`src/rtl/alu_ctrl_pkg.sv`:
```
// ALU-control shared definitions: control codes, ALUOp encodings, LEGv8 opcodes, decode function.
// Latency: n/a (package, purely combinational helpers).
// Backpressure: n/a.
package alu_ctrl_pkg;

  localparam int OPC_W  = 11;
  localparam int CODE_W = 4;

  // ALU control codes
  localparam logic [CODE_W-1:0] ALU_AND    = 4'b0000;
  localparam logic [CODE_W-1:0] ALU_OR     = 4'b0001;
  localparam logic [CODE_W-1:0] ALU_ADD    = 4'b0010;
  localparam logic [CODE_W-1:0] ALU_EOR    = 4'b0011;
  localparam logic [CODE_W-1:0] ALU_LSL    = 4'b0100;
  localparam logic [CODE_W-1:0] ALU_LSR    = 4'b0101;
  localparam logic [CODE_W-1:0] ALU_SUB    = 4'b0110;
  localparam logic [CODE_W-1:0] ALU_PASS_B = 4'b0111;
  localparam logic [CODE_W-1:0] ALU_MUL    = 4'b1000;
  localparam logic [CODE_W-1:0] ALU_SDIV   = 4'b1001;
  localparam logic [CODE_W-1:0] ALU_UDIV   = 4'b1010;
  localparam logic [CODE_W-1:0] ALU_NOR    = 4'b1100;

  // ALUOp encodings from main control
  localparam logic [1:0] ALUOP_MEM    = 2'b00;
  localparam logic [1:0] ALUOP_BRANCH = 2'b01;
  localparam logic [1:0] ALUOP_RTYPE  = 2'b10;
  localparam logic [1:0] ALUOP_RSVD   = 2'b11;

  // LEGv8 R-format opcodes (instruction[31:21])
  localparam logic [OPC_W-1:0] OP_ADD  = 11'b10001011000;
  localparam logic [OPC_W-1:0] OP_SUB  = 11'b11001011000;
  localparam logic [OPC_W-1:0] OP_AND  = 11'b10001010000;
  localparam logic [OPC_W-1:0] OP_ORR  = 11'b10101010000;
  localparam logic [OPC_W-1:0] OP_EOR  = 11'b11001010000;
  localparam logic [OPC_W-1:0] OP_LSL  = 11'b11010011011;
  localparam logic [OPC_W-1:0] OP_LSR  = 11'b11010011010;
  localparam logic [OPC_W-1:0] OP_MUL  = 11'b10011011000;
  localparam logic [OPC_W-1:0] OP_SDIV = 11'b10011010110;
  localparam logic [OPC_W-1:0] OP_UDIV = 11'b10011010111;

  typedef enum logic {
    S_IDLE = 1'b0,
    S_BUSY = 1'b1
  } state_t;

  typedef struct packed {
    logic              illegal;
    logic              is_multi;
    logic [CODE_W-1:0] code;
  } dec_t;

  // Illegal decodes fall back to ADD so downstream always sees a harmless op.
  function automatic dec_t decode_alu(input logic [OPC_W-1:0] opcode, input logic [1:0] aluop);
    dec_t d;
    d.illegal  = 1'b0;
    d.is_multi = 1'b0;
    d.code     = ALU_ADD;
    case (aluop)
      ALUOP_MEM:    d.code = ALU_ADD;
      ALUOP_BRANCH: d.code = ALU_PASS_B;
      ALUOP_RTYPE: begin
        // SDIV and UDIV differ only in the lowest opcode bit
        if (opcode[OPC_W-1:1] == OP_SDIV[OPC_W-1:1]) begin
          d.is_multi = 1'b1;
          d.code     = opcode[0] ? ALU_UDIV : ALU_SDIV;
        end else begin
          case (opcode)
            OP_ADD:  d.code = ALU_ADD;
            OP_SUB:  d.code = ALU_SUB;
            OP_AND:  d.code = ALU_AND;
            OP_ORR:  d.code = ALU_OR;
            OP_EOR:  d.code = ALU_EOR;
            OP_LSL:  d.code = ALU_LSL;
            OP_LSR:  d.code = ALU_LSR;
            OP_MUL: begin
              d.code     = ALU_MUL;
              d.is_multi = 1'b1;
            end
            default: d.illegal = 1'b1;
          endcase
        end
      end
      default: d.illegal = 1'b1;
    endcase
    return d;
  endfunction

endpackage

```
`src/rtl/alu_ctrl_decode.sv`:
```
// Combinational ALU-control decoder; reusable by the legacy single-cycle path.
// Latency: 0 cycles (pure combinational).
// Backpressure: none; output follows inputs every cycle.
module alu_ctrl_decode
  import alu_ctrl_pkg::*;
(
  input  logic [OPC_W-1:0]  opcode,
  input  logic [1:0]        aluop,
  output logic              illegal,
  output logic              is_multi,
  output logic [CODE_W-1:0] code
);

  dec_t dec;

  // Decode opcode/aluop into control code plus qualifiers
  always_comb begin
    dec      = decode_alu(opcode, aluop);
    illegal  = dec.illegal;
    is_multi = dec.is_multi;
    code     = dec.code;
  end

endmodule

```
`src/rtl/alu_ctrl_seq.sv`:
```
// Registered ALU-control decoder with multi-cycle MUL/DIV sequencing, illegal detection and flush.
// Latency: 1 cycle from accept to out_valid; multi-cycle ops hold busy for MUL_LAT/DIV_LAT cycles.
// Backpressure: in_ready low while busy; flush cancels any pending/executing op and blocks accept.
module alu_ctrl_seq
  import alu_ctrl_pkg::*;
#(
  parameter int OPCODE_W = 11,
  parameter int CTRL_W   = 4,
  parameter int MUL_LAT  = 4,
  parameter int DIV_LAT  = 32
) (
  input  logic                clk,
  input  logic                reset,
  input  logic                flush,
  input  logic                in_valid,
  output logic                in_ready,
  input  logic [OPCODE_W-1:0] opcode,
  input  logic [1:0]          aluop,
  output logic                out_valid,
  output logic [CTRL_W-1:0]   alu_ctrl,
  output logic                illegal,
  output logic                busy,
  output logic                done
);

  localparam int MAX_LAT = (MUL_LAT > DIV_LAT) ? MUL_LAT : DIV_LAT;
  localparam int CNT_W   = (MAX_LAT > 1) ? $clog2(MAX_LAT) : 1;

  state_t             state, state_nxt;
  logic [CNT_W-1:0]   cnt;
  logic               ready_en;
  logic               accept;
  logic               dec_illegal;
  logic               dec_multi;
  logic [CODE_W-1:0]  dec_code;
  logic               start_multi;
  logic [CNT_W-1:0]   cnt_load;

  alu_ctrl_decode u_decode (
    .opcode   (opcode),
    .aluop    (aluop),
    .illegal  (dec_illegal),
    .is_multi (dec_multi),
    .code     (dec_code)
  );

  // flush deliberately does not gate in_ready; it only blocks the accept internally
  assign accept      = in_valid & in_ready & ~flush;
  assign start_multi = accept & dec_multi & ~dec_illegal;
  assign cnt_load    = (dec_code == ALU_MUL) ? CNT_W'(MUL_LAT - 1) : CNT_W'(DIV_LAT - 1);

  // State register
  always_ff @(posedge clk or posedge reset) begin
    if (reset) state <= S_IDLE;
    else       state <= state_nxt;
  end

  // Next-state logic: flush always returns to IDLE
  always_comb begin
    state_nxt = state;
    if (flush) begin
      state_nxt = S_IDLE;
    end else begin
      case (state)
        S_IDLE:  if (start_multi) state_nxt = S_BUSY;
        S_BUSY:  if (cnt == '0) state_nxt = S_IDLE;
        default: state_nxt = S_IDLE;
      endcase
    end
  end

  // Moore outputs from state
  always_comb begin
    in_ready = (state == S_IDLE) & ready_en;
    busy     = (state == S_BUSY);
  end

  // ready_en holds in_ready low until the first clock after reset release
  always_ff @(posedge clk or posedge reset) begin
    if (reset) ready_en <= 1'b0;
    else       ready_en <= 1'b1;
  end

  // Latency counter: loads LAT-1 on issue, counts down while busy
  always_ff @(posedge clk or posedge reset) begin
    if (reset)                           cnt <= '0;
    else if (flush)                      cnt <= '0;
    else if (start_multi)                cnt <= cnt_load;
    else if (state == S_BUSY && cnt != '0) cnt <= cnt - 1'b1;
  end

  // Issue registers: alu_ctrl/illegal hold until the next accept
  always_ff @(posedge clk or posedge reset) begin
    if (reset) begin
      out_valid <= 1'b0;
      alu_ctrl  <= CTRL_W'(ALU_ADD);
      illegal   <= 1'b0;
      done      <= 1'b0;
    end else begin
      out_valid <= accept;
      done      <= ~flush & (state == S_BUSY) & (cnt == '0);
      if (accept) begin
        alu_ctrl <= CTRL_W'(dec_code);
        illegal  <= dec_illegal;
      end
    end
  end

endmodule

```
`config.mk`:
```
export PLATFORM = sky130hd
export DESIGN_NAME = alu_ctrl_seq
export DESIGN_NICKNAME = d
export VERILOG_FILES = /design/src/rtl/alu_ctrl_pkg.sv /design/src/rtl/alu_ctrl_decode.sv /design/src/rtl/alu_ctrl_seq.sv
export SDC_FILE = /design/constraint.sdc
export NUM_CORES = 1
export LEC_CHECK = 0
export ABC_AREA = 1
export BUFFER_PORTS_ARGS = -buffer_cell sky130_fd_sc_hd__buf_4
export CORE_MARGIN = 2
export CORE_UTILIZATION = 30
export DETAILED_ROUTE_END_ITERATION = 10
export HOLD_SLACK_MARGIN = 0.02
export MAX_ROUTING_LAYER = met4
export PLACE_DENSITY = 0.58
export REMOVE_ABC_BUFFERS = 1
export SETUP_SLACK_MARGIN = 0.4
export SYNTH_ARGS = -nofsm -noshare
export SYNTH_HDL_FRONTEND = slang
export SYNTH_SLANG_ARGS = --single-unit
```
`constraint.sdc`:
```
create_clock -name clk -period 4.4 [get_ports clk]
set_clock_uncertainty 0.15 [all_clocks]
set_input_delay 0.88 -clock clk [delete_from_list [all_inputs] [get_ports clk]]
set_output_delay 0.88 -clock clk [all_outputs]
set_load 0.005 [all_outputs]
```
Word-level counts from Yosys, hierarchy flattened
Cells that the tools add are included.
Cells by class
  multiplexer cells: 17
  reductions and logical operators: 7
  eq/ne operators: 12
  bitwise logic cells: 10
  $add $sub $neg: 1
Operators with widths (count)
  equality test 11 bit (second input constant): 8
  case mux 4 bit (7 select lines): 1
  2-to-1 mux 5 bit: 5
  equality test 10 bit (second input constant): 1
  case mux 4 bit (2 select lines): 1
  OR reduction 8 bit: 1
  AND 1 bit: 7
  2-to-1 mux 1 bit: 7
  zero test 5 bit: 1
  nonzero test 5 bit: 1
  subtractor 5 x 1 -> 5 bit (second input constant): 1
  equality test 4 bit (second input constant): 1
  case mux 1 bit (2 select lines): 2
  inverter 1 bit: 3
  nonzero test 3 bit: 1
  equality test 2 x 1 -> 1 bit (second input constant): 1
  equality test 2 bit (second input constant): 1
  zero test 2 bit: 1
  2-to-1 mux 2 bit: 1
  OR reduction 2 bit: 1
  logical AND 1 bit: 1
Storage, ports and cells
  output and inout port bits: 9
  bits of input ports: 17
  flip-flop bits (word level): 14
  word-level logic and storage cells: 54

Depth between registers and ports, before layout
Gate-level depths: netlist of run 1.
  word-level depth: 10
  mapped depth: 13
  depth with buffers taken out: 13

Cells and area by module
Synthesis of run 1 repeated with hierarchy kept, for this count alone.
Second synthesis, totals
  cell total of the unflattened synthesis: 168
  area total of the unflattened synthesis: 1134.8 um^2
By module, submodules not included
  alu_ctrl_seq: instances 1, seq. area each 351.6 um^2, area each 704.4 um^2, cells an instance 86
  alu_ctrl_decode: instances 1, seq. area each 0.0 um^2, area each 430.4 um^2, cells an instance 82

Worst setup path before layout of run 1
No wires, ideal clock.
  kind: input-to-reg
  start point: input opcode[5]
  end point: register cnt[2]
  setup slack: 2.295 ns
  library setup time: 0.116 ns
  stages on the path: 12
  buffers on the path: 0
  data required time: 4.134 ns
  data arrival time: 1.839 ns
  cells stage by stage: inv_1 nand2_2 nor2_2 nand2_2 o21ai_1 inv_1 nand2_1 nand2_1 a21oi_2 nand3_2 nand2_1 nand2_1
Between the ends
  longest elaborated chain between the ends: 9
  elaborated cells between the ends (all ways): 26
  those cells by class: eq/ne: 10; mux: 11; bitwise: 3; reduce/logical: 2
Ends and longest elaborated chain
  start, declared: RTL line alu_ctrl_seq.sv:17  | input logic [OPCODE_W-1:0] opcode,
  parallel branches: the longest is 9 deep, another holds equality test 11 bit
  end signal, assigned: RTL line alu_ctrl_seq.sv:88  | else if (start_multi) cnt <= cnt_load;
  end signal, assigned: RTL line alu_ctrl_seq.sv:89  | else if (state == S_BUSY && cnt != '0) cnt <= cnt - 1'b1;
  end, declared: RTL line alu_ctrl_seq.sv:30  | logic [CNT_W-1:0] cnt;
Parallel ways; which one is timed is not known.
A chain may end at the register's enable or synchronous reset.

Final worst setup path of run 1
  start point: input opcode[0]
  end point: register cnt[4]
Same word-level chain as after synthesis.

==> impl_results.md, run 1 <==
* First-pass GRT wire length at 4.02 mm
* Synth unique cells at 25
* Worst Hold Path Cells at 2
* Tot GR Track Use at 12.2%
* Synth Area in Simple Gates at 44.4%
* Register area share after synthesis at 31.0%
* WP data arrival at 2.18 ns
* Hold Fails Final Rpt at 0
* Worst Path Required at 4.38 ns
* Slew @ Worst Pin at 0.538 ns
* Compound-Gate Fraction of Synth Area at 6.62%
* Post-DP HPWL at 1.94 mm
* CTS resizes at 0
* Final Setup Violations at 0
* Largest net degree at the start of global routing at 15
* Avg Inst Size Synth at 6.80 um^2
* Slew headroom at 64.1%
* Status: complete, no violations
* Sw Share at 34.3%
* Clock Pin Slew Worst Setup and Hold Paths at 0.05 ns
* Mux contribution to synthesized area at 0%
* Comb power frac at 36.9%
* Area growth, synth to finish at 25.8%
* Placed cell area at 1380 um^2
* Vias in the first global route at 971
* Post-CTS setup buffer count at 0
* Seq pwr share at 39.9%
* PwrDens at 322 nW/um^2
* Die Ht at 65.5 um
* # IOs at 26
* Chip width at 65.5 um
* Clock Path Buffers at 2
* RSZ-0062 raised after global routing: no
* Min-Delay Path Class: flip-flop to flip-flop
* Initial antenna violation count at 0
* Post-route setup TNS at 0 ns
* Setup crit end kind: flip-flop
* DRT iter0 DRCs at 49
* Min-delay src: alu_ctrl[0]
* H-tree depth at 1
* VDD IR max at 140 uV
* Post-Synthesis Cell Area at 1130 um^2
* Routed vias/inst at 4.23
* Largest family of logic cells by synthesized area: simple AND/OR/NAND/NOR gates
* Fmax at 0.456 GHz
* Antenna diodes at 0
* Port-buffer cells at 25
* Lkg Pwr at 0.000766 uW
* Clock sink total at 14
* Full die area at 4290 um^2
* Crit start category: input port
* Clock power frac at 23.2%
* Final instance area at 1430 um^2
* Row cnt at 22
* Total core area at 3660 um^2
* Worst-Skew Late Latency at 0.24 ns
* Total Nets Final at 219
* WL/cell at 9.41 um
* Synth Area in XOR/XNOR at 1.54%
* FF/Latch Area at 352 um^2
* Post-layout min period at 2.19 ns
* DR vias at 1033
* Max FO, Critical Path at 3
* Ratio of cells with drive above 1 in the final layout at 30.1%
* DRT Pass-1 Iters at 4
* Flop and latch count out of synthesis at 14
* Max-Cap Viols at 0
* Starting utilization of the core area at 31.0%
* Total gr overflow at 0
* Final worst-path cycle share at 49.9%
* Total CTS buffers at 3
* Slew Viols, Final at 0
* GP Congestion at 0.779
* Crit path from: opcode[0]
* Int Pwr at 302 uW
* Remaining antenna violation count at 0
* Adder-Cell Fraction of Synth Area at 5.51%
* WL final at 2.30 mm
* Post-Synthesis Cells at 167
* Layout filler cell count at 403
* CTS tree: yes
* Multi-input gate area at 663 um^2
* Hold_buf cts at 0
* DRC Markers at 0
* Critical path class: input port to flip-flop
* R2R cell count at 11
* Net Switching at 158 uW
* Synth warnings at 0
* Root Driver: clkbuf_8
* R2R Path Start: cnt[0]
==> power by group through the flow <==
stage                     clock, uW  sequential, uW  combinational [uW]
final                           106             184                 170
after global placement            0             186                 171
after floorplan                   0             181                 122
after CTS                       111             184                 172
after detailed placement          0             186                 172
after global routing            117             189                 196
==> state kept, by name, indices dropped and copies added, names as in the netlist <==
register,cells
alu_ctrl,4
busy,1
cnt,5
done,1
illegal,1
out_valid,1
ready_en,1
==> area by class of cell <==
| type | instances | share of cell area [%] |
|---|---|---|
| tap | 48 | 4.21 |
| sequential | 14 | 24.6 |
| clock buffer | 4 | 3.16 |
| multi-input combinational | 121 | 46.5 |
| timing repair buffer | 25 | 13.1 |
| inverter | 32 | 8.41 |
==> cells in the final DEF, fill, tap and decap left out <==
| master | count |
|---|---|
| nand3_2 | 5 |
| nand3_1 | 11 |
| a31oi_1 | 1 |
| nor2_4 | 1 |
| inv_1 | 26 |
| a21oi_1 | 4 |
| nand2_1 | 47 |
| xnor2_1 | 1 |
| dfstp_2 | 1 |
| nor2_1 | 14 |
| nand2_4 | 1 |
| ha_1 | 5 |
| clkbuf_1 | 1 |
| conb_1 | 1 |
| o21ai_1 | 2 |
| xor2_1 | 1 |
| a21oi_2 | 1 |
| nand3_4 | 2 |
| nor2_2 | 6 |
| inv_2 | 6 |
| clkbuf_8 | 3 |
| dfrtp_1 | 13 |
| nor3_2 | 1 |
| buf_4 | 25 |
| nor3_1 | 3 |
| nor4_1 | 1 |
| nand2_2 | 7 |
| o21ai_0 | 6 |
==> per-stage QoR <==
stage / total power [uW] / instances / setup slack (ns) / util, % / hold slack (ns)
3_3_place_gp: 357 / 240 / 1.98 / 37.8 / 0.327
5_1_grt: 503 / 244 / 2.06 / 39.0 / 0.361
2_1_floorplan: 303 / 167 / 2.29 / - / 0.323
6_report: 460 / 244 / 2.21 / 39.0 / 0.337
4_1_cts: 468 / 244 / 2.22 / 39.0 / 0.341
3_5_place_dp: 358 / 240 / 1.97 / 37.8 / 0.328
==> per-layer routing <==
metal  part of all wire, %  track usage (%)  vias up
met5                     0                -        -
met4                     0             1.56        0
met3                   3.7             2.23        0
met2                    43             18.9       18
met1                    54             17.1      446
li1                      -                -      569
==> worst max-delay path: stages <==
cell and delay [ns]:
buf_4 0.12, inv_2 0.06, nand2_2 0.07, nor2_1 0.23, nand3_1 0.14, nand2_1 0.12
nor2_1 0.05, nand2_1 0.04, nand2_1 0.06, a21oi_2 0.17, nand3_2 0.12, nand2_1 0.07
nand2_1 0.05
==> synthesized netlist by cell type, drive strengths merged <==
master | n | area [um^2]
xnor2 | 1 | 8.76
inv | 32 | 120
o21ai | 8 | 40.0
dfstp | 1 | 26.3
a21oi | 5 | 28.8
nor4 | 1 | 6.26
dfrtp | 13 | 325
conb | 1 | 3.75
a31oi | 1 | 6.26
nor2 | 21 | 101
xor2 | 1 | 8.76
nand2 | 55 | 231
ha | 5 | 62.6
nand3 | 18 | 140
nor3 | 4 | 25.0
==> kinds of logic (layout without fill, tap and decap cells) <==
logic type | Yosys count | in the layout
other | 1 | 1
adders and majority gates | 5 | 5
AOI/OAI and AO/OA | 14 | 14
xor gates and xnor gates | 2 | 2
and+or+nand+nor | 99 | 99
buffers and inverters | 32 | 61
DFF | 14 | 14
==> worst paths after layout <==
path	endpoint	slack [ns]
max in group asynchronous	alu_ctrl[1]	3.20
setup / recovery	cnt[4]	2.21
hold reg to reg	alu_ctrl[0]	0.34
min in group asynchronous	cnt[2]	0.53
setup reg to reg	cnt[0]	2.67
hold / removal	alu_ctrl[0]	0.34
Note: power is estimated with default switching activity, not from simulation.
==> run 2: changes to the inputs <==
==> constraint.sdc (replaced) <==
create_clock -name clk -period 2.1 [get_ports clk]
set_clock_uncertainty 0.15 [all_clocks]
set_input_delay 0.42 -clock clk [delete_from_list [all_inputs] [get_ports clk]]
set_output_delay 0.42 -clock clk [all_outputs]
set_load 0.005 [all_outputs]
==> impl_results.md, run 2 (synthesis results as in run 1) <==
* Tot GR Track Use at 12.6%
* Routed vias/inst at 4.61
* CP max-delay cell: a21oi_2
* Vias in the first global route at 986
* Lkg Pwr at 0.000846 uW
* Reg with most FFs: cnt
* Starting utilization of the core area at 31.0%
* Layout filler cell count at 380
* Fmax at 0.604 GHz
* Net Switching at 398 uW
* DRC Markers at 0
* Total CTS buffers at 3
* Largest registers: cnt: 5 flops, alu_ctrl: 4 flops
* # IOs at 26
* Worst Path Buf+Inv at 3
* Total Nets Final at 229
* WP data arrival at 1.64 ns
* Die Ht at 65.5 um
* Row cnt at 22
* PwrDens at 642 nW/um^2
* Status: complete, no violations
* Port-buffer cells at 25
* Min-Delay Path Class: input port to async pin
* Top Family by Delay on Critical Path: simple AND/OR/NAND/NOR gates
* Largest net degree at the start of global routing at 15
* Max reg flops at 5
* Hold_buf cts at 0
* Root Driver: clkbuf_8
* Antenna diodes at 0
* Post-route setup TNS at 0 ns
* Total core area at 3660 um^2
* Area growth, synth to finish at 48.8%
* VDD IR max at 245 uV
* Post-DP HPWL at 1.96 mm
* Seq pwr share at 36.1%
* DRT Pass-1 Iters at 4
* Total gr overflow at 0
* Slew @ Worst Pin at 0.535 ns
* Post-Place Setup Slack at 0.149 ns
* Crit-path cells: buf_4, inv_4, nand2_4, nor2_4, nand3_2, o21ai_1, inv_1, nand2_1, nand2_1, a21oi_2, nand3_2, nand2_1, nand2_1
* Clock Path Buffers at 2
* Initial antenna violation count at 0
* Final worst slack at 0.445 ns
* Setup crit end kind: flip-flop
* Sw Share at 36.7%
* Slew Viols, Final at 0
* Most used cell, CP: nand2_1
* Placed cells at 241
* Clock Pin Slew Worst Setup and Hold Paths at 0.06 ns
* RSZ-0062 raised after global routing: yes
* Critical path class: input port to flip-flop
* Ratio of cells with drive above 1 in the final layout at 48.1%
* Fin cells at 254
* Final Setup Violations at 0
* Remaining antenna violation count at 0
* Max FO, Critical Path at 4
* WL final at 2.69 mm
* GP Congestion at 0.778
* First-pass GRT wire length at 4.17 mm
* Clock sink total at 14
* Comb power frac at 42.8%
* Int Pwr at 687 uW
* CTS tree: yes
* Crit start category: input port
* Clock power frac at 21.1%
* Worst Path Required at 2.09 ns
* Slew headroom at 64.3%
* Chip width at 65.5 um
* WL/cell at 10.6 um
* Hold Fails Final Rpt at 0
* H-tree depth at 1
* Most frequent cells in the layout: nand2_1 (41), buf_4 (33), inv_1 (17), dfrtp_1 (12), nand3_1 (9)
* Worst-Skew Late Latency at 0.25 ns
* Max-Cap Viols at 0
* Commonest non-fill, non-tap cell in the layout: nand2_1
* Slowest Stage Delay on Critical Path at 0.18 ns
* Full die area at 4290 um^2
* Post-layout min period at 1.66 ns
* Final worst-path cycle share at 78.8%
* DRT iter0 DRCs at 37
* DR vias at 1170
* Fin util at 46.1%
[run 2: path summary, 6_finish.rpt]
check                                  from          end  depth (start not counted)  slack, ns
max in group asynchronous             reset         busy                          2       1.35
min in group clk                      flush         done                          4       0.31
worst max register to register         busy       cnt[3]                          9       0.49
worst min register to register  alu_ctrl[1]  alu_ctrl[1]                          2       0.33
worst min-delay path                  reset       cnt[3]                          2       0.06
worst max-delay path              opcode[0]       cnt[4]                         13       0.44
[run 2: power by group through the flow]
| stage | registers (uW) | logic [uW] | clock network (uW) |
|---|---|---|---|
| after floorplan | 380 | 255 | 0 |
| after global placement | 389 | 359 | 0 |
| after detailed placement | 386 | 362 | 0 |
| after CTS | 391 | 374 | 236 |
| after global routing | 401 | 527 | 250 |
| final | 392 | 464 | 229 |
[run 2: final cells by class]
cell class | count | area [um^2] | area share (%)
timing repair buffer | 35 | 274 | 16.2
multi-input combinational | 121 | 817 | 48.4
clock buffer | 4 | 45.0 | 2.67
inverter | 32 | 140 | 8.30
sequential | 14 | 353 | 20.9
tap | 48 | 60.1 | 3.56
[run 2: worst reg2reg max path, cell delays in order (launching register included)]
cell and delay (ns):
dfrtp_2 0.44, nor2_4 0.12, nand3_4 0.11, inv_4 0.10, nand3_4 0.14, nand3_4 0.14, nand2_4 0.08, a21oi_1 0.15
nand2_1 0.07, nand2_1 0.05
[run 2: repair_timing]
item                       CTS  global route
gates resized for setup      5            53
cloned                       0             0
setup endpoints to repair    5             6
setup buffers                0             9
pin swaps                    0            29
[run 2: layer usage]
layer	GRT usage, %	routed length (um)	vias up
met1	17.4	1260	545
met3	2.57	134	2
li1	-	-	593
met2	19.5	1280	30
met4	2.34	14	0
met5	-	0	-
[run 2: metrics by stage]
stage                     area, um^2  hold slack, ns  total power [uW]
after floorplan                 1130           0.159               634
after global placement          1390           0.328               749
after detailed placement        1390           0.333               747
after CTS                       1450          0.0851              1000
after global routing            1690           0.118              1180
final                           1690          0.0649              1080
==> run 3: changes to the inputs <==
==> constraint.sdc (replaced) <==
create_clock -name clk -period 1.59 [get_ports clk]
set_clock_uncertainty 0.15 [all_clocks]
set_input_delay 0.318 -clock clk [delete_from_list [all_inputs] [get_ports clk]]
set_output_delay 0.318 -clock clk [all_outputs]
set_load 0.005 [all_outputs]
==> impl_results.md, run 3 (synthesis results as in run 1) <==
* Status: complete, but fails checks
* Failing checks: hold timing
* Met1 Use GR at 17.6%
* Starting utilization of the core area at 31.0%
* Tot Pwr at 1690 uW
* Commonest non-fill, non-tap cell in the layout: buf_4
* Total core area at 3660 um^2
* GP Congestion at 0.786
* Total Nets Final at 251
* Area growth, synth to finish at 78.4%
* Post-route setup TNS at 0 ns
* WL/cell at 11.2 um
* Largest registers: cnt: 5 flops, alu_ctrl: 4 flops
* Final worst-path cycle share at 98.2%
* DRC Markers at 0
* Clock Path Buffers at 2
* DRT iter0 DRCs at 44
* Fmax at 0.640 GHz
* WP data arrival at 1.55 ns
* Total gr overflow at 0
* Layout filler cell count at 335
* Ratio of cells with drive above 1 in the final layout at 59.2%
* Clock Pin Slew Worst Setup and Hold Paths at 0.06 ns
* Most Crowded Layer GR: met2
* Full die area at 4290 um^2
* Critical path class: input port to flip-flop
* Max FO, Critical Path at 4
* Row cnt at 22
* Remaining antenna violation count at 0
* Crit start category: input port
* FF/Latch Area at 353 um^2
* Port-buffer cells at 25
* WL final at 3.09 mm
* Post-DP HPWL at 2.12 mm
* Setup crit end kind: flip-flop
* Placed cells at 264
* Multi-input gate area at 913 um^2
* Most frequent cells in the layout: buf_4 (40), nand2_1 (38), inv_1 (17), buf_6 (14), dfrtp_1 (12)
* Fin cells at 276
* Slew Viols, Final at 0
* Hold Fails Final Rpt at 13
* Min-Delay Path Class: input port to async pin
* Tot GR Track Use at 14.3%
* CTS tree: yes
* Vias in the first global route at 1139
* Chip width at 65.5 um
* Reg with most FFs: cnt
* Largest net degree at the start of global routing at 15
* RSZ-0062 raised after global routing: yes
* Final Setup Violations at 0
* PwrDens at 837 nW/um^2
* Clock sink total at 14
* Total CTS buffers at 3
* Max-Cap Viols at 0
* Root Driver: clkbuf_8
* VDD IR max at 506 uV
* Final hold slack at -0.0389 ns
* Worst-Skew Late Latency at 0.25 ns
* Lkg Pwr at 0.000992 uW
* Max reg flops at 5
* Initial antenna violation count at 0
* Die Ht at 65.5 um
* Worst Path Required at 1.58 ns
* DRT Pass-1 Iters at 4
* Slew headroom at 64.5%
* H-tree depth at 1
* Met3 Track Usage GR at 2.57%
* Slew @ Worst Pin at 0.532 ns
* DR vias at 1249
* Antenna diodes at 0
* First-pass GRT wire length at 4.71 mm
* # IOs at 26
* Routed vias/inst at 4.53
* Met2 usage at 24.4%
* Post-layout min period at 1.56 ns
## run 3: cell count changes in the layout (fill, tap and decap cells not counted), moves of 4 or more
cell / change
buf_4: +7
buf_6: +13
inv_4: -4
nand3_1: -6
nand3_2: +4
o21ai_0: -4
## run 3: timing repair
item | CTS | global route
pin swaps | 16 | 30
hold endpoints to repair | 13 | 13
setup endpoints to repair | 21 | 22
setup buffers | 3 | 5
resized for setup | 47 | 52
## run 3: metrics by stage
step | worst slack [ns] | area, um^2 | utilization [%]
detailed placement | -0.252 | 1560 | 42.7
floorplan | 0.00241 | 1130 | -
global route | -0.0693 | 2020 | 55.3
finish | 0.0280 | 2020 | 55.3
global placement | -0.246 | 1560 | 42.7
CTS | -0.0326 | 1790 | 48.8
## run 3: worst paths after layout
path	end	start	cells past startpoint	slack (ns)
min in group clk	done	flush	5	0.33
worst min-delay path	alu_ctrl[0]	reset	2	-0.04
worst max register to register	cnt[2]	cnt[1]	11	0.06
worst min register to register	alu_ctrl[1]	alu_ctrl[1]	2	0.33
worst max-delay path	cnt[2]	opcode[1]	13	0.03
max in group asynchronous	cnt[2]	reset	2	0.95
## run 3: per-layer routing
metal | share of wire, % | routed length [um] | vias up
met2 | 49 | 1500 | 24
met4 | 2.3 | 72 | 0
met5 | 0 | 0 | -
li1 | - | - | 639
met1 | 46 | 1430 | 578
met3 | 2.8 | 88 | 8
## run 3: layout make-up
type / instances / share of cell area (%)
inverters: 32 / 6.92
multi-input cells: 121 / 45.1
clock buffers: 4 / 2.72
repair buffers: 57 / 24.8
well taps: 48 / 2.97
flip-flops and latches: 14 / 17.4
## run 3: worst max-delay path: stages
cell and delay [ns]:
buf_8 0.10, inv_6 0.05, nand2_4 0.06, nor2_4 0.19
nand3_2 0.14, nand2_1 0.10, nor2_1 0.04, nand2_1 0.06
nand2_1 0.07, a21oi_2 0.17, nand3_2 0.11, nand2_1 0.09
nand2_1 0.05
## run 3: power breakdown
group / switching [uW] / leakage [uW] / internal (uW)
sequential: 94.0 / 0.000178 / 446
combinational: 386 / 0.000786 / 423
clock: 126 / 0.0000288 / 219
